**config.mk**
```make
export PLATFORM = sky130hd
export DESIGN_NAME = match_ctrl_flat
export DESIGN_NICKNAME = d
export VERILOG_FILES = /design/src/rtl/pong_pkg.sv /design/src/rtl/match_ctrl_if.sv /design/src/rtl/match_ctrl_tick_timer.sv /design/src/rtl/match_ctrl.sv /design/src/flat_wrapper.sv
export SDC_FILE = /design/constraint.sdc
export NUM_CORES = 1
export LEC_CHECK = 0
export CAP_MARGIN = 20
export CELL_PAD_IN_SITES_DETAIL_PLACEMENT = 1
export CELL_PAD_IN_SITES_GLOBAL_PLACEMENT = 1
export CORE_ASPECT_RATIO = 0.8
export CORE_MARGIN = 5
export CORE_UTILIZATION = 42
export DETAILED_ROUTE_END_ITERATION = 10
export PLACE_DENSITY = 0.86
export SLEW_MARGIN = 25
export SYNTH_ARGS = -nofsm -noshare
export SYNTH_HDL_FRONTEND = slang
export SYNTH_HIERARCHICAL = 1
export SYNTH_SLANG_ARGS = --single-unit
```
**constraint.sdc**
```tcl
create_clock -name clk -period 3.5 [get_ports clk]
set_clock_uncertainty 0.1 [all_clocks]
set_input_delay 0.7 -clock clk [delete_from_list [all_inputs] [get_ports clk]]
set_output_delay 0.7 -clock clk [all_outputs]
set_load 0.02 [all_outputs]
```
**src/rtl/pong_pkg.sv**
```systemverilog
// Shared definitions for the pong match sequencer: state codes, score type,
// serve directions and small constant helpers.
package pong_pkg;

  localparam int SCORE_W = 4;
  typedef logic [SCORE_W-1:0] score_t;
  localparam score_t SCORE_MAX = '1;

  localparam logic [2:0] ST_IDLE  = 3'd0;
  localparam logic [2:0] ST_SERVE = 3'd1;
  localparam logic [2:0] ST_PLAY  = 3'd2;
  localparam logic [2:0] ST_POINT = 3'd3;
  localparam logic [2:0] ST_OVER  = 3'd4;

  localparam logic DIR_LEFT  = 1'b0;
  localparam logic DIR_RIGHT = 1'b1;

  function automatic score_t sat_inc(input score_t s);
    return (s == SCORE_MAX) ? s : s + 1'b1;
  endfunction

  function automatic int max3(input int a, input int b, input int c);
    int m;
    m = (a > b) ? a : b;
    return (m > c) ? m : c;
  endfunction

endpackage

```
**src/rtl/match_ctrl_if.sv**
```systemverilog
// Match sequencer bus: game-engine inputs on one side, ball-engine control
// and scoreboard/display outputs on the other.
interface match_ctrl_if;
  import pong_pkg::*;

  logic       tick;
  logic       start;
  logic       entropy;
  logic       p1_point;
  logic       p2_point;
  logic       run;
  logic       serve;
  logic       serve_dir;
  score_t     score_p1;
  score_t     score_p2;
  logic       game_over;
  logic       winner;
  logic       flash;
  logic [2:0] state;

  modport slave (
    input  tick, start, entropy, p1_point, p2_point,
    output run, serve, serve_dir, score_p1, score_p2, game_over, winner, flash, state
  );

  modport master (
    output tick, start, entropy, p1_point, p2_point,
    input  run, serve, serve_dir, score_p1, score_p2, game_over, winner, flash, state
  );

endinterface

```
**src/rtl/match_ctrl_tick_timer.sv**
```systemverilog
// Loadable down-counter advanced by the game tick; expire flags the tick on
// which the count leaves 1, so a load of N lasts exactly N ticks.
module tick_timer #(
  parameter int W = 10
) (
  input  logic         clk,
  input  logic         reset,
  input  logic         tick,
  input  logic         load,
  input  logic [W-1:0] value,
  output logic         expire
);

  logic [W-1:0] count;

  always_ff @(posedge clk or negedge reset) begin
    if (!reset) begin
      count <= '0;
    end else if (load) begin
      count <= value;
    end else if (tick && count != '0) begin
      count <= count - 1'b1;
    end
  end

  assign expire = tick && (count == W'(1));

endmodule

```
**src/rtl/match_ctrl.sv**
```systemverilog
// Pong match sequencer: serve/play/point/game-over FSM with both scores.
// Define WIN_BY_TWO_EN to require a two-point lead to win (saturation-safe).
module match_ctrl
  import pong_pkg::*;
#(
  parameter int WIN_SCORE    = 9,
  parameter int SERVE_DELAY  = 1000,
  parameter int POINT_DELAY  = 500,
  parameter int FLASH_PERIOD = 250
) (
  input logic        clk,
  input logic        reset,
  match_ctrl_if.slave bus
);

  localparam int TIMER_W = $clog2(max3(SERVE_DELAY, POINT_DELAY, FLASH_PERIOD) + 1);
  localparam logic [TIMER_W-1:0] SERVE_T = TIMER_W'(SERVE_DELAY);
  localparam logic [TIMER_W-1:0] POINT_T = TIMER_W'(POINT_DELAY);
  localparam logic [TIMER_W-1:0] FLASH_T = TIMER_W'(FLASH_PERIOD);

  logic [2:0]         state, state_d;
  logic               run, run_d;
  logic               serve, serve_d;
  logic               serve_dir, serve_dir_d;
  score_t             score_p1, score_p1_d;
  score_t             score_p2, score_p2_d;
  logic               game_over, game_over_d;
  logic               winner, winner_d;
  logic               flash, flash_d;
  logic               start_q;
  logic               start_rise;
  logic               timer_load;
  logic [TIMER_W-1:0] timer_value;
  logic               expire;
  score_t             p1_next, p2_next;
  logic               p1_wins, p2_wins;

  tick_timer #(.W(TIMER_W)) u_timer (
    .clk    (clk),
    .reset  (reset),
    .tick   (bus.tick),
    .load   (timer_load),
    .value  (timer_value),
    .expire (expire)
  );

  assign start_rise = bus.start & ~start_q;
  assign p1_next    = sat_inc(score_p1);
  assign p2_next    = sat_inc(score_p2);

`ifdef WIN_BY_TWO_EN
  // A saturated score can no longer grow its lead, so reaching 15 ahead by one also wins.
  assign p1_wins = (int'(p1_next) >= WIN_SCORE && int'(p1_next) >= int'(score_p2) + 2) ||
                   (p1_next == SCORE_MAX && p1_next > score_p2);
  assign p2_wins = (int'(p2_next) >= WIN_SCORE && int'(p2_next) >= int'(score_p1) + 2) ||
                   (p2_next == SCORE_MAX && p2_next > score_p1);
`else
  assign p1_wins = (int'(p1_next) == WIN_SCORE);
  assign p2_wins = (int'(p2_next) == WIN_SCORE);
`endif

  always_comb begin
    state_d     = state;
    run_d       = run;
    serve_d     = 1'b0;
    serve_dir_d = serve_dir;
    score_p1_d  = score_p1;
    score_p2_d  = score_p2;
    game_over_d = game_over;
    winner_d    = winner;
    flash_d     = flash;
    timer_load  = 1'b0;
    timer_value = '0;
    case (state)
      ST_IDLE: begin
        if (start_rise) begin
          score_p1_d  = '0;
          score_p2_d  = '0;
          serve_dir_d = bus.entropy;
          timer_load  = 1'b1;
          timer_value = SERVE_T;
          state_d     = ST_SERVE;
        end
      end
      ST_SERVE: begin
        if (expire) begin
          serve_d = 1'b1;
          run_d   = 1'b1;
          state_d = ST_PLAY;
        end
      end
      ST_PLAY: begin
        if (bus.p1_point && bus.p2_point) begin
          run_d       = 1'b0;
          timer_load  = 1'b1;
          timer_value = POINT_T;
          state_d     = ST_POINT;
        end else if (bus.p1_point) begin
          run_d       = 1'b0;
          score_p1_d  = p1_next;
          serve_dir_d = DIR_RIGHT;
          timer_load  = 1'b1;
          if (p1_wins) begin
            game_over_d = 1'b1;
            winner_d    = 1'b0;
            timer_value = FLASH_T;
            state_d     = ST_OVER;
          end else begin
            timer_value = POINT_T;
            state_d     = ST_POINT;
          end
        end else if (bus.p2_point) begin
          run_d       = 1'b0;
          score_p2_d  = p2_next;
          serve_dir_d = DIR_LEFT;
          timer_load  = 1'b1;
          if (p2_wins) begin
            game_over_d = 1'b1;
            winner_d    = 1'b1;
            timer_value = FLASH_T;
            state_d     = ST_OVER;
          end else begin
            timer_value = POINT_T;
            state_d     = ST_POINT;
          end
        end
      end
      ST_POINT: begin
        if (expire) begin
          timer_load  = 1'b1;
          timer_value = SERVE_T;
          state_d     = ST_SERVE;
        end
      end
      ST_OVER: begin
        if (start_rise) begin
          score_p1_d  = '0;
          score_p2_d  = '0;
          winner_d    = 1'b0;
          flash_d     = 1'b0;
          game_over_d = 1'b0;
          serve_dir_d = bus.entropy;
          timer_load  = 1'b1;
          timer_value = SERVE_T;
          state_d     = ST_SERVE;
        end else if (expire) begin
          flash_d     = ~flash;
          timer_load  = 1'b1;
          timer_value = FLASH_T;
        end
      end
      default: begin
        run_d   = 1'b0;
        state_d = ST_IDLE;
      end
    endcase
  end

  always_ff @(posedge clk or negedge reset) begin
    if (!reset) begin
      state     <= ST_IDLE;
      run       <= 1'b0;
      serve     <= 1'b0;
      serve_dir <= 1'b0;
      score_p1  <= '0;
      score_p2  <= '0;
      game_over <= 1'b0;
      winner    <= 1'b0;
      flash     <= 1'b0;
      start_q   <= 1'b0;
    end else begin
      state     <= state_d;
      run       <= run_d;
      serve     <= serve_d;
      serve_dir <= serve_dir_d;
      score_p1  <= score_p1_d;
      score_p2  <= score_p2_d;
      game_over <= game_over_d;
      winner    <= winner_d;
      flash     <= flash_d;
      start_q   <= bus.start;
    end
  end

  assign bus.run       = run;
  assign bus.serve     = serve;
  assign bus.serve_dir = serve_dir;
  assign bus.score_p1  = score_p1;
  assign bus.score_p2  = score_p2;
  assign bus.game_over = game_over;
  assign bus.winner    = winner;
  assign bus.flash     = flash;
  assign bus.state     = state;

endmodule
```
**src/flat_wrapper.sv**
```systemverilog
// flat-port wrapper written by rule: the top's interface ports become plain ports
module match_ctrl_flat import pong_pkg::*;
#(
  parameter int WIN_SCORE    = 9,
  parameter int SERVE_DELAY  = 1000,
  parameter int POINT_DELAY  = 500,
  parameter int FLASH_PERIOD = 250
)
  (clk, reset, bus_tick, bus_start, bus_entropy, bus_p1_point, bus_p2_point, bus_run, bus_serve, bus_serve_dir, bus_score_p1, bus_score_p2, bus_game_over, bus_winner, bus_flash, bus_state);
  match_ctrl_if bus_i ();
  input logic clk;
  input logic reset;
  input wire logic [$bits(bus_i.tick)-1:0] bus_tick;
  input wire logic [$bits(bus_i.start)-1:0] bus_start;
  input wire logic [$bits(bus_i.entropy)-1:0] bus_entropy;
  input wire logic [$bits(bus_i.p1_point)-1:0] bus_p1_point;
  input wire logic [$bits(bus_i.p2_point)-1:0] bus_p2_point;
  output wire logic [$bits(bus_i.run)-1:0] bus_run;
  output wire logic [$bits(bus_i.serve)-1:0] bus_serve;
  output wire logic [$bits(bus_i.serve_dir)-1:0] bus_serve_dir;
  output wire logic [$bits(bus_i.score_p1)-1:0] bus_score_p1;
  output wire logic [$bits(bus_i.score_p2)-1:0] bus_score_p2;
  output wire logic [$bits(bus_i.game_over)-1:0] bus_game_over;
  output wire logic [$bits(bus_i.winner)-1:0] bus_winner;
  output wire logic [$bits(bus_i.flash)-1:0] bus_flash;
  output wire logic [$bits(bus_i.state)-1:0] bus_state;
  assign bus_i.tick = bus_tick;
  assign bus_i.start = bus_start;
  assign bus_i.entropy = bus_entropy;
  assign bus_i.p1_point = bus_p1_point;
  assign bus_i.p2_point = bus_p2_point;
  assign bus_run = bus_i.run;
  assign bus_serve = bus_i.serve;
  assign bus_serve_dir = bus_i.serve_dir;
  assign bus_score_p1 = bus_i.score_p1;
  assign bus_score_p2 = bus_i.score_p2;
  assign bus_game_over = bus_i.game_over;
  assign bus_winner = bus_i.winner;
  assign bus_flash = bus_i.flash;
  assign bus_state = bus_i.state;
  match_ctrl #(.WIN_SCORE(WIN_SCORE), .SERVE_DELAY(SERVE_DELAY), .POINT_DELAY(POINT_DELAY), .FLASH_PERIOD(FLASH_PERIOD)) u_core (.clk(clk), .reset(reset), .bus(bus_i));
endmodule
```
==> impl_metrics.yaml <==
clock_network:
  cts_tree: "built"
  ctsHoldBuffers: 0
  clockBufferDepth: 2
  cts-buffers-inserted: 3
  clk_pin_slew_ns: 0.10
  post_cts_buffers: 0
  h-tree-depth: 1
  root_buffer: "clkbuf_8"
  cts_sinks: 28
  cts.repair.resized: 0
  clk_latency_ns: 0.28
critical_path:
  worstSetupPathType: "in -> reg"
  cp.required_ns: 3.57
  r2r_slack_ns: 0.77
  worstSetupEndpointType: "flop"
  critPathMaxFanout: 16
  start_kind: "input port"
  arrival_ns: 2.91
synth:
  seq_area_frac_synth_pct: 37.9
  syn_area_um2: 1850
  synthCells: 203
  synthFlopType: "dfrtp_1"
  syn_area_per_cell_um2: 9.10
  synth-seq-cells: 28
  syn_nets: 216
  synthArstFlopShare_pct: 100
  ys_types: 56
  synth_edf_count: 0
  ys_warn_count: 6
die:
  dieArea_um2: 5830
  fp.dieH_um: 69.3
  die-width_um: 84.2
  num_rows: 21
  coreArea_um2: 4230
  ioPinCount: 24
  initial_utilization_pct: 43.7
detailed_routing:
  avgRoutedWirePerCell_um: 16.6
  vias: 1613
  drt_first_pass_iters: 4
  drc: 0
  drtIter0Drc: 104
  viasPerCell: 5.66
  drt.antenna.violating_nets: 0
  wl_um: 4730
grt:
  first_global_vias: 1575
  grt_pass1_wl_um: 7890
  antenna_found_initial: 0
  grt_usage_pct: 16.4
  grt_max_degree: 29
  overflow: 0
placed_design:
  port-buffer-count: 23
  hpwl_um: 3520
  gp_congestion: 0.784
hold_path:
  min_path_type: "reg -> reg"
timing:
  slew_headroom_pct: 66.4
  tightestPinTransition_ns: 0.502
  grt_setup_unrepaired: "false"
  finalMaxSlewViolations: 0
  hold_viol_final: 0
  finalSetupViolCount: 0
  tns_ns: 0
  period_needed_ns: 2.85
  max_freq_mhz: 351
  post-route-period-util_pct: 81.3
power:
  power_density_nw_per_um2: 672
  power.leakage_nw: 0.934
  ir_worst_vdd_v: 0.000360
cells_and_area:
  syn_to_final_growth_pct: 19.4
  diodes: 0
  drive_above_1_share_pct: 10.5
  final_util_pct: 52.2
  final_net_count: 242
outcome:
  status: "completed"
run:
  cap_violations: 0
-- logic make-up after synthesis --
kind of cell / after synthesis / share of synthesized area, %
AND/OR/NAND/NOR: 93 / 31.2
AO/OA/AOI/OAI: 50 / 17.6
flip-flops: 28 / 37.9
buffers and inverters: 15 / 3.99
adder cells (fa/ha/maj): 6 / 4.06
XOR/XNOR: 6 / 2.84
multiplexers: 4 / 2.17
other: 1 / 0.203
-- critical path, cell delays in order --
cell and delay (ns):
clkdlybuf4s50_1 0.56, nand3_1 0.12, nor4b_1 0.31, buf_4 0.20
a21oi_1 0.06, nor3_1 0.24, or2_2 0.34, inv_1 0.18
nor2_1 0.14, a21oi_1 0.06
-- sequential cells by signal, summed over array words and instances, names as in the netlist --
name / flops
u_core/u_timer/count: 10
u_core/bus.score_p1: 4
u_core/bus.score_p2: 4
u_core/bus.state: 3
u_core/bus.flash: 1
u_core/bus.game_over: 1
u_core/bus.run: 1
u_core/bus.serve: 1
u_core/bus.serve_dir: 1
u_core/bus.winner: 1
u_core/start_q: 1
-- through the flow --
step                power [mW]  instance area [um^2]  worst slack, ns  hold slack, ns  std cells
floorplan                 1.02                  1850             1.01           0.304        203
global placement          1.20                  2140            0.520           0.376        281
detailed placement        1.23                  2140            0.364           0.373        281
CTS                       1.49                  2210            0.659           0.406        285
global route              1.60                  2210            0.474           0.426        285
finish                    1.48                  2210            0.654           0.397        285
-- path summary, 6_finish.rpt --
| path | start | end | cells past startpoint |
|---|---|---|---|
| max | bus_tick | u_core/u_timer/count[3]$_DFFE_PN0P_ | 10 |
| min | u_core/bus.game_over$_DFFE_PN0P_ | u_core/bus.game_over$_DFFE_PN0P_ | 2 |
| max reg2reg | u_core/u_timer/count[6]$_DFFE_PN0P_ | u_core/u_timer/count[3]$_DFFE_PN0P_ | 10 |
| min reg2reg | u_core/bus.game_over$_DFFE_PN0P_ | u_core/bus.game_over$_DFFE_PN0P_ | 2 |
| max in group asynchronous | reset | u_core/u_timer/count[9]$_DFFE_PN0P_ | 2 |
| min in group asynchronous | reset | u_core/u_timer/count[3]$_DFFE_PN0P_ | 2 |
-- synth_stat cells, types with 2 or more instances --
| cell | n | share of area, % |
|---|---|---|
| dfrtp_1 | 28 | 38 |
| nand3b_1 | 2 | 0.81 |
| nand3_1 | 10 | 2.7 |
| buf_2 | 2 | 0.54 |
| nand4_1 | 3 | 1.0 |
| a21oi_1 | 13 | 3.5 |
| ha_1 | 6 | 4.1 |
| inv_1 | 10 | 2.0 |
| mux2i_1 | 4 | 2.2 |
| o21ai_1 | 4 | 1.1 |
| nor3_1 | 2 | 0.54 |
| nor3_2 | 2 | 1.1 |
| nor2b_1 | 3 | 1.0 |
| a31oi_1 | 2 | 0.68 |
| a2bb2oi_1 | 2 | 0.95 |
| o21ai_0 | 11 | 3.0 |
| buf_6 | 2 | 1.2 |
| nor3_4 | 2 | 1.8 |
| nand4b_1 | 2 | 0.95 |
| xnor2_1 | 5 | 2.4 |
| or2b_1 | 2 | 0.81 |
| a211o_1 | 3 | 1.4 |
| nand2_1 | 26 | 5.3 |
| nor4_4 | 2 | 2.3 |
| or2_2 | 2 | 0.68 |
| nor2_1 | 17 | 3.5 |
| nand2b_1 | 3 | 1.0 |
| a211oi_2 | 2 | 1.4 |
| o31ai_1 | 4 | 1.6 |
-- report_power, final --
| group | leakage (nW) | switching, mW | internal [mW] |
|---|---|---|---|
| Combinational | 0.542 | 0.339 | 0.285 |
| Sequential | 0.356 | 0.179 | 0.425 |
| Clock | 0.0357 | 0.103 | 0.153 |
| Total | 0.934 | 0.621 | 0.863 |
-- layer usage --
| layer | GRT usage (%) | share of wire, % | vias to the layer above |
|---|---|---|---|
| li1 | - | - | 783 |
| met1 | 24.3 | 51 | 798 |
| met2 | 24.0 | 45 | 28 |
| met3 | 3.80 | 3.5 | 4 |
| met4 | 3.93 | 1.1 | 0 |
| met5 | 0 | 0 | - |
-- layout by cell type, fill, tap and decap left out, types with 3 or more instances in the layout --
cell / instances
nand2b_1: 3
nor2b_1: 3
inv_1: 10
o31ai_1: 4
o21ai_0: 11
a21oi_1: 13
dfrtp_1: 28
nor2_1: 17
clkdlybuf4s50_1: 23
mux2i_1: 4
a211o_1: 3
buf_4: 3
ha_1: 6
nand2_1: 26
o21ai_1: 4
clkbuf_8: 3
xnor2_1: 5
nand3_1: 10
nand4_1: 3
-- cell type report --
class / instances / area [um^2]
well taps: 57 / 71.3
multi-input cells: 160 / 1070
repair buffers: 26 / 253
clock inverters: 1 / 30.0
fillers: 505 / 2020
inverters: 10 / 37.5
flip-flops and latches: 28 / 701
clock buffers: 3 / 41.3
Note: power is estimated with default switching activity, not from simulation.
